--- src/rtl/johnson_seq_ctrl.sv ---
// johnson_seq_ctrl: command-driven sequencer owning a WIDTH-bit Johnson counter.
// Accepts SET_DIV / RUN_FWD / RUN_REV / CLEAR over valid/ready. A run steps the
// counter once every `div` cycles for N steps. It can be cut short by abort.
module johnson_seq_ctrl #(
  parameter int unsigned WIDTH = 8,
  parameter int unsigned PW    = 5
) (
  input  logic             clk,
  input  logic             rst_n,
  input  logic             cmd_valid,
  output logic             cmd_ready,
  input  logic [1:0]       cmd_op,
  input  logic [7:0]       cmd_arg,
  input  logic             abort,
  output logic [WIDTH-1:0] q,
  output logic [PW-1:0]    phase,
  output logic             step,
  output logic             done,
  output logic             busy
);

  typedef enum logic [1:0] {
    S_IDLE = 2'd0,
    S_RUN  = 2'd1,
    S_DONE = 2'd2
  } state_e;

  typedef enum logic [1:0] {
    OP_SET_DIV = 2'd0,
    OP_RUN_FWD = 2'd1,
    OP_RUN_REV = 2'd2,
    OP_CLEAR   = 2'd3
  } op_e;

  localparam logic [PW-1:0] PH_MAX = PW'(2 * WIDTH - 1);

  state_e           state_q, state_d;
  logic [WIDTH-1:0] q_q, q_d;
  logic [PW-1:0]    phase_q, phase_d;
  logic [7:0]       div_q, div_d;
  logic [7:0]       presc_q, presc_d;
  logic [7:0]       rem_q, rem_d;
  logic             rev_q, rev_d;
  logic             step_q, step_d;

  // Registered state; reset puts div back to 1 and abandons any run silently.
  always_ff @(posedge clk or negedge rst_n) begin
    if (!rst_n) begin
      state_q <= S_IDLE;
      q_q     <= '0;
      phase_q <= '0;
      div_q   <= 8'd1;
      presc_q <= '0;
      rem_q   <= '0;
      rev_q   <= 1'b0;
      step_q  <= 1'b0;
    end else begin
      state_q <= state_d;
      q_q     <= q_d;
      phase_q <= phase_d;
      div_q   <= div_d;
      presc_q <= presc_d;
      rem_q   <= rem_d;
      rev_q   <= rev_d;
      step_q  <= step_d;
    end
  end

  // Next-state logic: command decode in IDLE, prescaled stepping in RUN.
  always_comb begin
    state_d = state_q;
    q_d     = q_q;
    phase_d = phase_q;
    div_d   = div_q;
    presc_d = presc_q;
    rem_d   = rem_q;
    rev_d   = rev_q;
    step_d  = 1'b0;

    unique case (state_q)
      S_IDLE: begin
        if (cmd_valid) begin
          unique case (op_e'(cmd_op))
            OP_SET_DIV: div_d = (cmd_arg == 8'd0) ? 8'd1 : cmd_arg;
            OP_CLEAR: begin
              q_d     = '0;
              phase_d = '0;
            end
            OP_RUN_FWD, OP_RUN_REV: begin
              rev_d   = (op_e'(cmd_op) == OP_RUN_REV);
              rem_d   = cmd_arg;
              presc_d = '0;
              state_d = S_RUN;
            end
            default: ;
          endcase
        end
      end

      S_RUN: begin
        if (abort) begin
          state_d = S_DONE;
        end else if (rem_q == 8'd0) begin
          state_d = S_DONE;
        end else if (presc_q == div_q - 8'd1) begin
          presc_d = '0;
          rem_d   = rem_q - 8'd1;
          step_d  = 1'b1;
          if (rev_q) begin
            q_d     = {~q_q[0], q_q[WIDTH-1:1]};
            phase_d = (phase_q == '0) ? PH_MAX : phase_q - PW'(1);
          end else begin
            q_d     = {q_q[WIDTH-2:0], ~q_q[WIDTH-1]};
            phase_d = (phase_q == PH_MAX) ? '0 : phase_q + PW'(1);
          end
        end else begin
          presc_d = presc_q + 8'd1;
        end
      end

      S_DONE: state_d = S_IDLE;

      default: state_d = S_IDLE;
    endcase
  end

  // Output decode straight from registered state.
  always_comb begin
    cmd_ready = (state_q == S_IDLE);
    busy      = (state_q != S_IDLE);
    done      = (state_q == S_DONE);
    step      = step_q;
    q         = q_q;
    phase     = phase_q;
  end

endmodule

--- config.mk ---
export PLATFORM = sky130hd
export DESIGN_NAME = johnson_seq_ctrl
export DESIGN_NICKNAME = d
export VERILOG_FILES = /design/src/rtl/johnson_seq_ctrl.sv
export SDC_FILE = /design/constraint.sdc
export NUM_CORES = 1
export LEC_CHECK = 0
export ABC_AREA = 1
export CAP_MARGIN = 20
export CORE_ASPECT_RATIO = 0.5
export CORE_MARGIN = 2
export CORE_UTILIZATION = 40
export CTS_CLUSTER_SIZE = 14
export DETAILED_ROUTE_END_ITERATION = 12
export SETUP_SLACK_MARGIN = 0.2
export SLEW_MARGIN = 40
export SYNTH_ARGS = -nofsm -noshare
export SYNTH_HDL_FRONTEND = slang
export SYNTH_SLANG_ARGS = --single-unit
--- constraint.sdc ---
create_clock -name clk -period 4.45 [get_ports clk]
set_input_delay 0.89 -clock clk [delete_from_list [all_inputs] [get_ports clk]]
set_output_delay 0.89 -clock clk [all_outputs]
set_load 0.02 [all_outputs]
# ---- Word level (Yosys, flattened, before mapping)
# Index checks and enable logic that the tools add are counted.
dict set report classes {
  eq_ne 14
  n_reduce_logical 14
  bitwise 2
  muxes 38
  add_sub_neg 5
}
# cell n
set ops {}
lappend ops {{$mux 8} 17}
lappend ops {{$pmux 8 s2} 3}
lappend ops {{$mux 5} 8}
lappend ops {{$logic_not 8->1} 2}
lappend ops {{$sub 8x1->8 const B} 2}
lappend ops {{$reduce_and 6->1} 2}
lappend ops {{$pmux 5 s2} 1}
lappend ops {{$reduce_and 3->1} 3}
lappend ops {{$add 8x1->8 const B} 1}
lappend ops {{$eq 8x8->1} 1}
lappend ops {{$mux 2} 4}
lappend ops {{$ne 2x2->1 const B} 4}
lappend ops {{$eq 2x2->1 const B} 3}
lappend ops {{$add 5x1->5 const B} 1}
lappend ops {{$eq 5x4->1 const B} 1}
lappend ops {{$logic_not 5->1} 1}
lappend ops {{$reduce_and 5->1} 1}
lappend ops {{$sub 5x1->5 const B} 1}
lappend ops {{$eq 2x1->1 const B} 2}
lappend ops {{$logic_not 2->1} 2}
lappend ops {{$mux 1} 4}
lappend ops {{$ne 2x1->1 const B} 2}
lappend ops {{$pmux 2 s2} 1}
lappend ops {{$reduce_bool 2->1} 2}
lappend ops {{3 further kinds} 4}
dict set report totals {
  inputBits 14
  regBits 41
  wordCells 81
}

# ---- Logic depth before layout (Yosys ltp)
# Gate-level depths: netlist (run 1).
dict set report depth {
  word_depth 7
  ltp_mapped 15
  depth_no_buf 14
}

# ---- Worst setup path after synthesis (run 1)
# OpenSTA, ideal clock, no wires.
dict set report synth_timing {
  kind {input to register}
  from {input port cmd_op[0]}
  to {register presc_q[5]}
  t_arrival_ps 1931
  t_required_ps 4377
  path_stages 11
  setup_time_ps 73
  slack_ps 2446
  cell_sequence {inv_1 ha_1 nand3_2 o21ai_4 nand2_4 inv_4 buf_6 nand2_1 nand2_1 o21ai_1 a21oi_2}
}
dict set report synth_via {
  elab_chain_len 4
  word_cells_on_any_way 5
}
# item line
set synth_lines {}
lappend synth_lines {{start: declaration} 12} ;# input logic [1:0] cmd_op,
lappend synth_lines {{$eq 2x2->1 / $eq 2x1->1 (equally long branches)} 83} ;# unique case (op_e'(cmd_op))
lappend synth_lines {{$reduce_or 2->1 (*)} 83}
lappend synth_lines {{$ne 2x1->1 (no source line) (*)} --}
lappend synth_lines {{$reduce_and 5->1 (no source line) (*)} --}
lappend synth_lines {{end signal: assignment} 62} ;# presc_q <= presc_d;
lappend synth_lines {{end: declaration} 41} ;# logic [7:0] presc_q, presc_d;
# Mark *: on every way between the ends. The rest lies on a longest branch, timed or not.
# A chain may end at the register's enable or synchronous reset.

# ---- Worst setup path after layout (run 1)
dict set report layout_timing {
  from {register div_q[0]}
  to {register phase_q[2], in the netlist phase[2]}
}
dict set report layout_via {
  elab_chain_len 4
}
# item line
set layout_lines {}
lappend layout_lines {{start: declaration} 40} ;# logic [7:0] div_q, div_d;
lappend layout_lines {{start signal: assignment} 61} ;# div_q <= div_d;
lappend layout_lines {{$sub 8x1->8} 105} ;# end else if (presc_q == div_q - 8'd1) begin
lappend layout_lines {{$eq 8x8->1} 105}
lappend layout_lines {{$ne 2x2->1 (no source line)} --}
lappend layout_lines {{$reduce_and 6->1 (no source line)} --}
lappend layout_lines {{end signal: assignment} 60} ;# phase_q <= phase_d;
lappend layout_lines {{end: declaration} 39} ;# logic [PW-1:0] phase_q, phase_d;
# Every way passes these cells.

==> results of run 1 <==
-- cells by family (layout without fill, tap and decap cells) --
family / after synthesis / after routing / share of synthesized area, %
simple gates: 208 / 208 / 34.1
buf+inv: 58 / 82 / 9.41
compound gates: 54 / 54 / 11.0
flops: 41 / 41 / 37.5
xor+xnor: 12 / 12 / 3.84
fa+ha+maj: 9 / 9 / 4.11
-- through the flow --
stage / cell area [um2] / setup WS (ns) / power, mW
global route: 3220 / 1.56 / 1.98
floorplan: 2740 / 2.45 / 1.24
CTS: 3220 / 1.77 / 1.83
global placement: 3060 / 1.72 / 1.42
finish: 3220 / 1.79 / 1.81
detailed placement: 3060 / 1.68 / 1.44
-- cell usage after synthesis (all sizes together) --
library cell    n
clkbuf          7
nor3b           1
or2             1
o21bai          1
dfstp           1
nand4           3
nand2         121
o41ai           1
ha              9
nor3            4
buf             7
nor4            1
nor2           30
a211oi          1
dfrtp          40
inv            44
nand3          47
o21ai          31
xor2            7
xnor2           5
a21oi          19
o221ai          1
-- worst paths after layout --
path	startpoint	end	slack (ns)	cells past startpoint
max	div_q[0]	phase[2]	1.79	14
min	rem_q[1]	rem_q[1]	0.48	2
max reg2reg	div_q[0]	phase[2]	1.79	14
min reg2reg	rem_q[1]	rem_q[1]	0.48	2
max in group asynchronous	rst_n	div_q[0]	3.48	1
min in group asynchronous	rst_n	phase[0]	0.58	1
-- state kept, by name, summed over array words and instances (netlist names) --
name     cells
div_q        8
presc_q      8
q            8
rem_q        8
phase        5
state_q      2
rev_q        1
step         1
-- critical path, cell delays in order, from the launching register on --
cell and delay, ns:
dfstp_2 0.53, inv_1 0.12, ha_1 0.29, inv_1 0.10
nand2_1 0.05, nand3_1 0.08, nand2_1 0.05, inv_1 0.05
nand3_1 0.07, nor2_1 0.11, nand2_2 0.08, nand2_2 0.49
nand2_2 0.32, nand2_1 0.14, nand2_1 0.06
-- layer usage --
metal / vias up / global-route usage [%] / part of all wire (%)
met2: 35 / 29.1 / 47
met1: 1187 / 24.1 / 49
met3: 2 / 3.65 / 3.8
met4: 0 / 3.63 / 0.19
met5: - / 0 / 0
li1: 1268 / - / -
-- cell type report --
class | instances | area (um2) | share of cell area [%]
flip-flops and latches | 41 | 1030 | 31.9
repair buffers | 30 | 298 | 9.25
well taps | 92 | 115 | 3.57
clock buffers | 7 | 153 | 4.74
inverters | 44 | 170 | 5.28
multi-input cells | 283 | 1450 | 45.1
clock inverters | 1 | 5.00 | 0.155
-- where the power goes --
part | switching (mW) | internal, mW
clock | 0.141 | 0.237
sequential | 0.141 | 0.478
combinational | 0.513 | 0.301
==> impl_metrics.env, run 1 <==
export IMPL_fin_setup_tns_ns=0
export IMPL_nNetsFinal=428
export IMPL_antenna_found_initial=0
export IMPL_dieHeight_um=62.5
export IMPL_fp_row_count=21
export IMPL_firstDrtPassIters=5
export IMPL_hp_class="reg2reg"
export IMPL_post_route_util_pct=48.4
export IMPL_syn_cell_area_mm2=0.00274
export IMPL_period_share_pct=59.7
export IMPL_syn_nets=405
export IMPL_synth_top_area_share_pct=36.6
export IMPL_wl_um=6310
export IMPL_finalCriticalPeriod_ns=2.66
export IMPL_first_global_vias=2314
export IMPL_grt_pass1_wl_um=10900
export IMPL_path_class="reg2reg"
export IMPL_cts_num_sinks=41
export IMPL_htree_levels=2
export IMPL_drt_initial_drc_count=101
export IMPL_syn_to_final_growth_pct=17.6
export IMPL_cts_resized=0
export IMPL_slew_viol_final=0
export IMPL_whs_ns=0.484
export IMPL_start_util_pct=41.2
export IMPL_clock_skew_ns=0.00633
export IMPL_p_leak_nw=1.54
export IMPL_portBuffers=30
export IMPL_clockBufferDepth=2
export IMPL_power_density_mw_per_mm2=562
export IMPL_ctsHoldBuffers=0
export IMPL_critPathCaptureType="flop"
export IMPL_yosys_warnings=0
export IMPL_insertion_delay_ns=0.28
export IMPL_ant_nets=0
export IMPL_die_area_mm2=0.00756
export IMPL_viasPerCell=5.00
export IMPL_wl_per_cell_um=12.7
export IMPL_synth_area_leaders="dfrtp_1 (37%), nand2_1 (16%), nand3_1 (8.4%)"
export IMPL_cp_start_kind="flop"
export IMPL_antenna_diode_count=0
export IMPL_setup_violations=0
export IMPL_drc_errors=0
export IMPL_hpwl_um=4500
export IMPL_final_cell_mix="nand2_1 (114), nand3_1 (46), inv_1 (40), dfrtp_1 (40), clkdlybuf4s50_1 (29)"
export IMPL_cts_tree="yes"
export IMPL_vdd_drop_max_mv=0.213
export IMPL_relSlewSlack_pct=57.0
export IMPL_crit_fanout=31
export IMPL_drv_cap=0
export IMPL_tightestPinTransition_ns=0.643
export IMPL_grt_usage_pct=17.7
export IMPL_vias=2492
export IMPL_critical_path_required_ns=4.62
export IMPL_die_w_um=121
export IMPL_max_freq_mhz=376
export IMPL_syn_inst=382
export IMPL_final_common_cell="nand2_1"
export IMPL_cts_made_buffers=5
export IMPL_yosysUniqueCellTypes=36
export IMPL_yosys_area_top_type="dfrtp_1"
export IMPL_synth_seq_cells=41
export IMPL_ioPinCount=31
export IMPL_synth_seq_area_share_pct=37.5
export IMPL_place_congestion=0.850
export IMPL_place_inst=490
export IMPL_layout_filler_cells=660
export IMPL_grt_max_degree=42
export IMPL_drive_gt1_share_pct=8.13
export IMPL_rsz0062_at_grt="false"
export IMPL_clock_root_buffer="clkbuf_16"
export IMPL_grt_ovfl_total=0
export IMPL_avgSynthCellArea_um2=7.17
export IMPL_core_area_mm2=0.00665
export IMPL_post_cts_buffers=0
export IMPL_clkSlewWorstSetupHoldPaths_ns=0.06
export IMPL_arrival_ns=2.83
export IMPL_hold_viol=0
export IMPL_status="complete, no violations"
export IMPL_instances_no_fill=498
Power figures use the tool's default switching activity.
==> run 2: changes to the inputs <==
clock period = 2.3 ns   (was 4.45 ns; I/O delays follow)
==> run 2 against run 1 <==
Compared with the run above: register-to-register slack worse by 1.4 ns; via count rose by 1.5%; clock power is 96% higher.
==> impl_metrics.env, run 2 (synthesis results as in run 1) <==
export IMPL_status="complete, no violations"
export IMPL_die_area_mm2=0.00756
export IMPL_wl_um=6660
export IMPL_wl_per_cell_um=13.1
export IMPL_critical_path_required_ns=1.84
export IMPL_switching_share_pct=43.6
export IMPL_grt_ovfl_total=0
export IMPL_p_int_mw=2.07
export IMPL_drt_initial_drc_count=174
export IMPL_clock_skew_ns=0.00541
export IMPL_vdd_drop_max_mv=0.370
export IMPL_first_global_vias=2357
export IMPL_finalCriticalPeriod_ns=2.03
export IMPL_core_area_mm2=0.00665
export IMPL_setup_violations=0
export IMPL_arrival_ns=1.57
export IMPL_total_power_mw=3.67
export IMPL_critPathMaxStageDelay_ns=0.54
export IMPL_firstDrtPassIters=4
export IMPL_regArea_mm2=0.00103
export IMPL_nNetsFinal=440
export IMPL_layout_filler_cells=644
export IMPL_syn_to_final_growth_pct=22.1
export IMPL_grt_pass1_wl_um=11200
export IMPL_vias=2529
export IMPL_p_leak_nw=1.60
export IMPL_place_congestion=0.845
export IMPL_seq_power_share_pct=32.8
export IMPL_grt_max_degree=28
export IMPL_portBuffers=30
export IMPL_rsz0062_at_grt="true"
export IMPL_final_common_cell="nand2_1"
export IMPL_cts_made_buffers=5
export IMPL_cp_start_kind="flop"
export IMPL_critPathSlowestCell="clkdlybuf4s50_1"
export IMPL_insertion_delay_ns=0.28
export IMPL_fin_setup_tns_ns=0
export IMPL_die_w_um=121
export IMPL_viasPerCell=4.96
export IMPL_cts_tree="yes"
export IMPL_htree_levels=2
export IMPL_period_share_pct=88.3
export IMPL_final_cell_mix="nand2_1 (113), nand3_1 (46), inv_1 (39), dfrtp_1 (39)"
export IMPL_m1WireLength_um=3180
export IMPL_clock_root_buffer="clkbuf_16"
export IMPL_multiInputGateArea_mm2=0.00147
export IMPL_ant_nets=0
export IMPL_wl_met3_um=249
export IMPL_drv_cap=0
export IMPL_max_freq_mhz=492
export IMPL_route_met2_wl_um=3180
export IMPL_hpwl_um=4780
export IMPL_pwr_share_clk_pct=20.1
export IMPL_grt_usage_pct=18.5
export IMPL_power_density_mw_per_mm2=1100
export IMPL_drc_errors=0
export IMPL_cts_num_sinks=41
export IMPL_antenna_found_initial=0
export IMPL_crit_fanout=4
export IMPL_ioPinCount=31
export IMPL_power_switching_mw=1.60
export IMPL_start_util_pct=41.2
export IMPL_combPwrFrac_pct=47.1
export IMPL_hold_viol=0
export IMPL_clkSlewWorstSetupHoldPaths_ns=0.06
export IMPL_antenna_diode_count=0
export IMPL_slew_viol_final=0
export IMPL_drive_gt1_share_pct=11.7
export IMPL_path_class="reg2out"
export IMPL_hp_class="in2async"
export IMPL_design_area_mm2=0.00334
export IMPL_placed_cell_area_mm2=0.00313
export IMPL_critPathCaptureType="primary output"
export IMPL_fp_row_count=21
export IMPL_tightestPinTransition_ns=0.623
export IMPL_dieHeight_um=62.5
export IMPL_worstPathCellList="nor2_2 -> inv_1 -> clkdlybuf4s50_1"
export IMPL_relSlewSlack_pct=58.5
export IMPL_topRoutingLayerUsed="met4"
export IMPL_clockBufferDepth=2
-- run 2: metal layers --
layer	vias to the layer above	GRT usage (%)
met5	-	0
met4	0	4.94
met3	5	4.38
met2	43	29.5
met1	1184	25.2
li1	1297	-
-- run 2: timing repair --
action                                  4_1_cts  5_1_grt
buffers inserted                              0        4
endpoints found under the setup margin        1       28
resized for setup                             1        7
pin swaps                                     0        2
gates cloned                                  0        0
hold buffers                                  0        0
-- run 2: power groups by stage --
| stage | Sequential, mW | Combinational (mW) | Clock [mW] |
|---|---|---|---|
| 2_1_floorplan | 1.16 | 1.24 | 0 |
| 3_3_place_gp | 1.20 | 1.61 | 0 |
| 3_5_place_dp | 1.21 | 1.65 | 0 |
| 4_1_cts | 1.20 | 1.66 | 0.756 |
| 5_1_grt | 1.24 | 1.93 | 0.791 |
| 6_report | 1.20 | 1.73 | 0.739 |
-- run 2: final cells by class --
| cell class | count | area share [%] |
|---|---|---|
| inverters | 44 | 5.16 |
| flip-flops and latches | 41 | 30.8 |
| clock buffers | 7 | 4.57 |
| well taps | 92 | 3.44 |
| multi-input cells | 283 | 44.0 |
| repair buffers | 42 | 11.9 |
| clock inverters | 1 | 0.150 |
-- run 2: critical path, delay by kind of cell, from the launching register on --
kind | cells | cell delay [ns]
buffers and inverters | 2 | 0.62
and+or+nand+nor | 1 | 0.21
DFF | 1 | 0.46
-- run 2: final timing paths --
kind	startpoint	to	slack [ns]	depth (start not counted)
worst max-delay path	state_q[1]	busy	0.27	3
worst min-delay path	rst_n	phase[1]	0.19	1
worst max register to register	div_q[0]	presc_q[4]	0.35	10
worst min register to register	rem_q[1]	rem_q[1]	0.47	2
max in group asynchronous	rst_n	rem_q[1]	1.54	2
min in group clk	rem_q[1]	rem_q[1]	0.47	2
-- run 2: metrics by stage --
step | setup WS (ns) | hold slack [ns] | std cells | utilization (%)
after floorplan | 0.424 | 0.164 | 382 | -
after global placement | 0.116 | 0.455 | 498 | 47.1
after detailed placement | 0.0487 | 0.459 | 498 | 47.1
after CTS | 0.217 | 0.220 | 506 | 49.5
after global routing | 0.169 | 0.237 | 510 | 50.3
final | 0.269 | 0.192 | 510 | 50.3
==> run 3: changes to the inputs <==
CORE_UTILIZATION = 25   (was 40)
RECOVER_POWER = 25   (was unset)
==> run 3 against run 2 <==
Compared with the run above: register-to-register slack worse by 0.04 ns; fmax up 1.4%; final cell count up 9.6%; clock power decreased by 6.6%; clock skew is essentially flat; sequential cell count is the same; combinational power is essentially flat; non-clock buffer count did not move; critical path type unchanged; largest cell class unchanged.
==> impl_metrics.env, run 3 (synthesis results as in run 1) <==
export IMPL_grt_max_degree=42
export IMPL_clkSlewWorstSetupHoldPaths_ns=0.06
export IMPL_grt_pass1_wl_um=10900
export IMPL_antenna_found_initial=0
export IMPL_fin_setup_tns_ns=0
export IMPL_rsz0062_at_grt="false"
export IMPL_clockBufferDepth=2
export IMPL_wl_um=6640
export IMPL_pwr_share_clk_pct=19.1
export IMPL_vias=2454
export IMPL_cts_tree="yes"
export IMPL_portBuffers=30
export IMPL_final_common_cell="nand2_1"
export IMPL_timing_rr_start="div_q[0]"
export IMPL_critical_path_required_ns=1.84
export IMPL_clock_skew_ns=0.00580
export IMPL_place_congestion=0.822
export IMPL_antenna_diode_count=0
export IMPL_tightestPinTransition_ns=1.07
export IMPL_p_leak_nw=1.60
export IMPL_ant_nets=0
export IMPL_whs_ns=0.441
export IMPL_post_route_util_pct=32.6
export IMPL_hp_class="in2async"
export IMPL_arrival_ns=1.54
export IMPL_power_switching_mw=1.60
export IMPL_drive_gt1_share_pct=11.5
export IMPL_relSlewSlack_pct=29.0
export IMPL_switching_share_pct=44.4
export IMPL_core_area_mm2=0.0104
export IMPL_final_cell_mix="nand2_1 (114), nand3_1 (46), inv_1 (39), dfrtp_1 (39)"
export IMPL_setup_violations=0
export IMPL_fp_row_count=26
export IMPL_htree_levels=2
export IMPL_grt_usage_pct=11.3
export IMPL_finalCriticalPeriod_ns=2.00
export IMPL_clock_root_buffer="clkbuf_16"
export IMPL_wl_per_cell_um=11.9
export IMPL_firstDrtPassIters=4
export IMPL_die_w_um=152
export IMPL_insertion_delay_ns=0.28
export IMPL_drc_errors=0
export IMPL_first_global_vias=2189
export IMPL_start_util_pct=26.2
export IMPL_cts_made_buffers=5
export IMPL_power_density_mw_per_mm2=1060
export IMPL_setup_worst_path_start="state_q[1]"
export IMPL_placed_cell_area_mm2=0.00319
export IMPL_layout_filler_cells=1088
export IMPL_dieHeight_um=78.0
export IMPL_max_freq_mhz=499
export IMPL_seq_power_share_pct=32.5
export IMPL_die_area_mm2=0.0119
export IMPL_crit_fanout=4
export IMPL_vdd_drop_max_mv=0.383
export IMPL_ctsHoldBuffers=0
export IMPL_combPwrFrac_pct=48.4
export IMPL_slew_viol_final=0
export IMPL_critPathCaptureType="primary output"
export IMPL_status="complete, no violations"
export IMPL_total_power_mw=3.61
export IMPL_hpwl_um=4770
export IMPL_viasPerCell=4.39
export IMPL_design_area_mm2=0.00341
export IMPL_drt_initial_drc_count=168
export IMPL_p_int_mw=2.01
export IMPL_drv_cap=0
export IMPL_nNetsFinal=441
export IMPL_ioPinCount=31
export IMPL_cp_start_kind="flop"
export IMPL_period_share_pct=87.1
export IMPL_syn_to_final_growth_pct=24.5
export IMPL_cts_num_sinks=41
export IMPL_grt_ovfl_total=0
export IMPL_hold_viol=0
export IMPL_path_class="reg2out"
-- run 3: changes by cell type in the layout (fill, tap and decap cells not counted), sizes merged --
| cell | change |
|---|---|
| buf | -1 |
| clkinvlp | +1 |
| nand2 | +1 |
| clkbuf | -1 |
| clkinv | +1 |
-- run 3: worst paths after layout --
check / end / slack [ns] / depth (start not counted)
max reg2reg: phase[0] / 0.31 / 15
max: busy / 0.30 / 3
min: div_q[4] / 0.44 / 2
max in group asynchronous: state_q[1] / 1.13 / 2
min reg2reg: rem_q[3] / 0.48 / 2
min in group clk: rem_q[3] / 0.48 / 2
-- run 3: worst max-delay path, stage by stage, from the launching register on --
cell and delay [ns]:
dfrtp_2 0.48, nor2_4 0.17, inv_1 0.08, clkdlybuf4s50_1 0.54
-- run 3: routing by layer --
metal,routed length [um],share of wire (%),up-vias,track usage (%)
li1,-,-,1297,-
met1,3440,52,1121,15.8
met2,2990,45,32,17.7
met3,149,2.2,4,2.01
met4,48,0.72,0,3.27
met5,0,0,-,0
-- run 3: layout make-up --
type                            count  area (um2)  share of cell area (%)
Multi-Input combinational cell    284        1500                    43.9
Sequential cell                    41        1030                    30.2
Timing Repair Buffer               42         394                    11.6
Tap cell                          140         175                    5.14
Inverter                           44         170                    4.99
Clock buffer                        5         125                    3.67
Clock inverter                      3        17.5                   0.514
-- run 3: metrics by stage --
stage | std cells | setup WS (ns)
6_report | 559 | 0.298
5_1_grt | 559 | 0.193
4_1_cts | 555 | 0.213
3_5_place_dp | 547 | 0.0543
3_3_place_gp | 547 | 0.117
2_1_floorplan | 382 | 0.424
-- run 3: what timing repair did --
item / 4_1_cts / 5_1_grt
pin swaps: 0 / 2
buffers inserted: 0 / 3
setup endpoints to repair: 14 / 26
hold endpoints to repair: 0 / 0
gates resized for setup: 3 / 5
gates cloned: 0 / 1
-- run 3: power groups by stage --
stage | Clock [mW] | Combinational (mW) | Sequential, mW
after floorplan | 0 | 1.24 | 1.16
after global placement | 0 | 1.67 | 1.17
after detailed placement | 0 | 1.67 | 1.18
after CTS | 0.701 | 1.69 | 1.17
after global routing | 0.735 | 1.99 | 1.21
final | 0.690 | 1.75 | 1.17
==> variant 1, RTL diff (config.mk and constraints of run 2) <==
The parameter `PW` goes from 5 to 6.
--- a/src/rtl/johnson_seq_ctrl.sv
+++ b/src/rtl/johnson_seq_ctrl.sv
@@ -3,7 +3,7 @@
 // counter once every `div` cycles for N steps. It can be cut short by abort.
 module johnson_seq_ctrl #(
   parameter int unsigned WIDTH = 8,
-  parameter int unsigned PW    = 5
+  parameter int unsigned PW    = 6
 ) (
   input  logic             clk,
   input  logic             rst_n,
Ports: changed (resized phase); port bits go from 31 to 32. No check against the original RTL was run, so the function may have changed too.
==> variant 1 against run 2 <==
- via count grew 9.9%
- fmax grew 1.2%
- combinational power grew 26%
- critical path depth grew 10
- non-clock buffer count grew 5
- wire length grew 8.0%
- total power grew 14%
- final area grew 7.8%
- sequential cell count grew 1
- area after synthesis grew 1.8%
- final cell count grew 6.5%
- setup slack gained 0.024 ns
- register-to-register slack lost 0.06 ns
==> variant 1: results <==
[critical_path]
worstPathArrival_ns = 2.24
cp_max_fo = 5

[worst_hold_path]
hold_class = "in2async"

[placement]
placed_cells = 528
numPortBuffers = 31
dpl_cell_area_sq_um = 3210
place_congestion = 0.868
hpwlAfterDp_mm = 4.81

[global_routing]
grt_use_met3_pct = 3.92
grt_max_degree = 32
met1_usage_pct = 26.1
grt_pass1_wl_mm = 11.5
grt_usage_pct = 18.7
first_global_vias = 2465
grtUsageMet2_pct = 29.3
antenna_found_initial = 0

[final_layout]
drive_gt1_share_pct = 12.9
insertedDiodeCount = 0
nets = 473
final_cells = 543

[timing]
slew_headroom_pct = 68.7
fin_skew_ns = 0.00623
setup_viol = 0

[power_and_ir_drop]
p_sw_share_pct = 45.3
p_leak_uw = 0.00172
peakVddDrop_uv = 644

[outcome]
outcome = "finished, final reports clean"

[yosys]
ys_types = 30
avgSynthCellArea_sq_um = 6.83
syn-num-nets = 431
yosysWarnings = 0
synth_common_cells = "nand2_1, nand3_1, inv_1, dfrtp_1, nor2_1"
async_flop_share_pct = 100
synthTopCellsByArea = "dfrtp_1, nand2_1, nand3_1, inv_1, nor2_1"
synth.yosys.seq_area_share_pct = 37.7

[clock_network]
clk_path_buf_depth = 2
htreeDepth = 2
clk_pin_slew_worst_paths_ns = 0.06
cts_root_buffer = "clkbuf_16"
worst_skew_pair.late_latency_ns = 0.29
cts_made_buffers = 5

[floorplan]
die_area_sq_um = 7690

[detailed_routing]
wl_per_cell_microns = 13.2
drt-initial-drc-count = 213
firstDrtPassIters = 4
dr_total_vias = 2779
variant 1: changes by cell type after synthesis, sizes merged, moves of 2 or more:
cell	change
nand2	+15
nor2	+7
a21oi	+4
o21ai	-4
xor2	-4
nand3b	+3
a211oi	+2
buf	+2
clkbuf	-2
nand4	+2
nor3	+2
variant 1: cell families after synthesis:
logic type,after synthesis,synth area share (%)
and+or+nand+nor,236,36.4
buffers and inverters,59,9.29
AOI/OAI and AO/OA,55,10.4
DFF,42,37.7
adders and majority gates,9,4.04
xor gates and xnor gates,7,2.20
variant 1: what timing repair did:
action / 4_1_cts / 5_1_grt
pin swaps: 0 / 16
buffers inserted: 0 / 4
gates cloned: 0 / 3
setup endpoints to repair: 8 / 31
endpoints found under the hold margin: 0 / 0
gates resized for setup: 1 / 35
variant 1: worst paths after layout:
kind	startpoint	to	slack (ns)	depth (start not counted)
setup / recovery	div_q[0]	phase[1]	0.29	13
hold / removal	rst_n	phase[1]	0.05	1
setup reg to reg	div_q[0]	phase[1]	0.29	13
hold reg to reg	rem_q[5]	rem_q[5]	0.51	2
max in group asynchronous	rst_n	div_q[0]	1.51	2
min in group clk	rem_q[5]	rem_q[5]	0.51	2
variant 1: cell type report:
class	count	area, sq um
Inverter	45	171
Sequential cell	42	1050
Multi-Input combinational cell	309	1640
Fill cell	665	3120
Tap cell	92	115
Clock buffer	7	143
Timing Repair Buffer	47	480
Clock inverter	1	5.00
variant 1: power groups by stage:
stage               clock network [uW]  registers [uW]  logic (uW)
global placement                     0            1280        1830
finish                             729            1290        2180
floorplan                            0            1270        1320
global route                       775            1330        2440
CTS                                744            1270        1870
detailed placement                   0            1280        1860
variant 1: per-layer routing:
layer | share of wire, % | wire, microns
met1 | 48 | 3450
met2 | 47 | 3400
met3 | 3.5 | 249
met4 | 1.2 | 88
met5 | 0 | 0
variant 1: worst max-delay path, stage by stage, from the launching register on:
cell	delay, ns
dfstp_2	0.57
inv_4	0.05
ha_4	0.26
nand2_1	0.05
nand2_1	0.05
nand2_1	0.04
nor2_1	0.10
nand3_1	0.11
nor2_2	0.16
nand2_4	0.12
nand2_8	0.14
buf_6	0.15
nand3_2	0.07
nand2_1	0.07
variant 1: stage by stage:
step	setup slack [ns]	total power (uW)	utilization [%]	hold WS (ns)
CTS	0.204	3890	50.0	0.0496
finish	0.293	4190	53.6	0.0503
global placement	0.231	3110	47.8	0.353
floorplan	0.410	2590	-	0.164
global route	0.137	4540	53.6	0.0561
detailed placement	0.127	3140	47.8	0.356
==> variant 2, RTL diff (settings of run 2) <==
Made on the original files. Encoding of `state_e`: now one-hot (3 bits for 3 states).
--- a/src/rtl/johnson_seq_ctrl.sv
+++ b/src/rtl/johnson_seq_ctrl.sv
@@ -19,10 +19,10 @@
   output logic             busy
 );
 
-  typedef enum logic [1:0] {
-    S_IDLE = 2'd0,
-    S_RUN  = 2'd1,
-    S_DONE = 2'd2
+  typedef enum logic [2:0] {
+    S_IDLE = 3'b001,
+    S_RUN  = 3'b010,
+    S_DONE = 3'b100
   } state_e;
 
   typedef enum logic [1:0] {
Function: same outputs for any inputs over 4 cycles, from zero or initial values and one cycle with rst_n low; so few cycles prove little.
==> variant 2 against run 2 <==
- sequential cell count is 1 higher
- total power is 5.4% higher
- area after synthesis grew 0.96%
- setup slack improved by 0.028 ns
- final area grew 4.0%
- wire length about the same
- register-to-register slack lost 0.05 ns
- critical path type is now reg2reg
- largest cell class unchanged
==> variant 2: results <==
[timing]
slew_headroom_pct = 62.5
fin_hold_ws_ns = 0.142
fin_skew_ns = 0.00485

[power_and_ir_drop]
p_sw_share_pct = 43.1
p_leak_uw = 0.00167
peakVddDrop_uv = 455

[outcome]
outcome = "finished, final reports clean"

[yosys]
syn-num-nets = 402
synthTopCellsByArea = "dfrtp_1, nand2_1, inv_1, nand3_1, ha_1"
ys_types = 31
synth.yosys.seq_area_share_pct = 38.1
synth_top_cell_area_share_pct = 36.2
synth_common_cells = "nand2_1, inv_1, dfrtp_1, nor2_1, nand3_1"

[detailed_routing]
wirelength_mm = 6.66
drt-initial-drc-count = 116
dr_total_vias = 2557

[critical_path]
rrSetupSlack_ns = 0.30
cp_max_fo = 7
worstPathArrival_ns = 2.18

[global_routing]
grt_usage_pct = 18.4
first_global_vias = 2373
grt_max_degree = 23
grt_pass1_wl_mm = 11.2

[placement]
hpwlAfterDp_mm = 4.85
place_congestion = 0.900

[final_layout]
drive_gt1_share_pct = 15.1
nets = 445
-- variant 2: cell types whose count changed after synthesis, moves of 3 or more --
cell	before	now
o21ai_0	28	20
nand4_1	2	18
nand3_1	46	23
xor2_1	7	11
o21ai_2	0	5
nand2_1	114	118
a21oi_1	17	20
nor3_1	4	7
-- variant 2: cell families (layout without fill, tap and decap cells) --
group	Yosys count	count (layout)	synth area share [%]
xor+xnor	15	15	4.75
compound gates	49	49	9.73
mux	1	1	0.362
buf+inv	57	99	9.23
fa+ha+maj	9	9	4.07
simple gates	206	208	33.7
flops	42	42	38.1
-- variant 2: per-layer routing --
layer / track usage, % / share of wire (%) / up-vias
met5: 0 / 0 / -
met4: 4.17 / 0.72 / 0
met3: 2.74 / 2.3 / 4
met2: 30.3 / 48 / 36
met1: 25.8 / 49 / 1205
li1: - / - / 1312
-- variant 2: critical path, cell delays in order (launching register included) --
cell	delay, ns
dfstp_2	0.54
inv_2	0.05
ha_4	0.21
nand2_2	0.06
inv_2	0.03
nor2_2	0.09
nand2_1	0.05
nor2_1	0.08
nand2_1	0.07
nor2_2	0.14
nand2_4	0.11
nand2_8	0.13
nand3_4	0.16
nand2_2	0.13
nand2_2	0.05
-- variant 2: worst paths after layout --
| check | from | depth (start not counted) | endpoint |
|---|---|---|---|
| min in group clk | rem_q[3] | 2 | rem_q[3] |
| worst min register to register | rem_q[3] | 2 | rem_q[3] |
| worst max-delay path | div_q[0] | 14 | q[1] |
| worst min-delay path | rst_n | 1 | q[1] |
| max in group asynchronous | rst_n | 2 | div_q[0] |
| worst max register to register | div_q[0] | 14 | q[1] |
-- variant 2: metrics by stage --
step           instances  utilization [%]  setup slack [ns]  instance area (sq um)
2_1_floorplan        379                -             0.315                   2760
3_3_place_gp         498             47.5             0.130                   3170
3_5_place_dp         498             47.5            0.0872                   3170
4_1_cts              511             50.5             0.208                   3370
5_1_grt              515             52.1             0.133                   3480
6_report             515             52.1             0.297                   3480
-- variant 2: repair_timing --
item,4_1_cts,5_1_grt
gates resized for setup,3,19
pin swaps,3,13
endpoints found under the hold margin,0,0
setup buffers,3,4
hold buffers,0,0
gates cloned,2,0
setup endpoints to repair,17,29
-- variant 2: area by class of cell --
class / instances / area, sq um
clock inverters: 1 / 30.0
well taps: 92 / 115
flip-flops and latches: 42 / 1050
multi-input cells: 282 / 1540
clock buffers: 7 / 133
inverters: 41 / 154
repair buffers: 50 / 450
fillers: 659 / 3200
-- variant 2: power groups by stage --
stage          clock network [uW]  logic (uW)  registers [uW]
2_1_floorplan                   0        1310            1160
3_3_place_gp                    0        1660            1210
3_5_place_dp                    0        1700            1220
4_1_cts                       794        1740            1210
5_1_grt                       841        2100            1240
6_report                      785        1870            1210
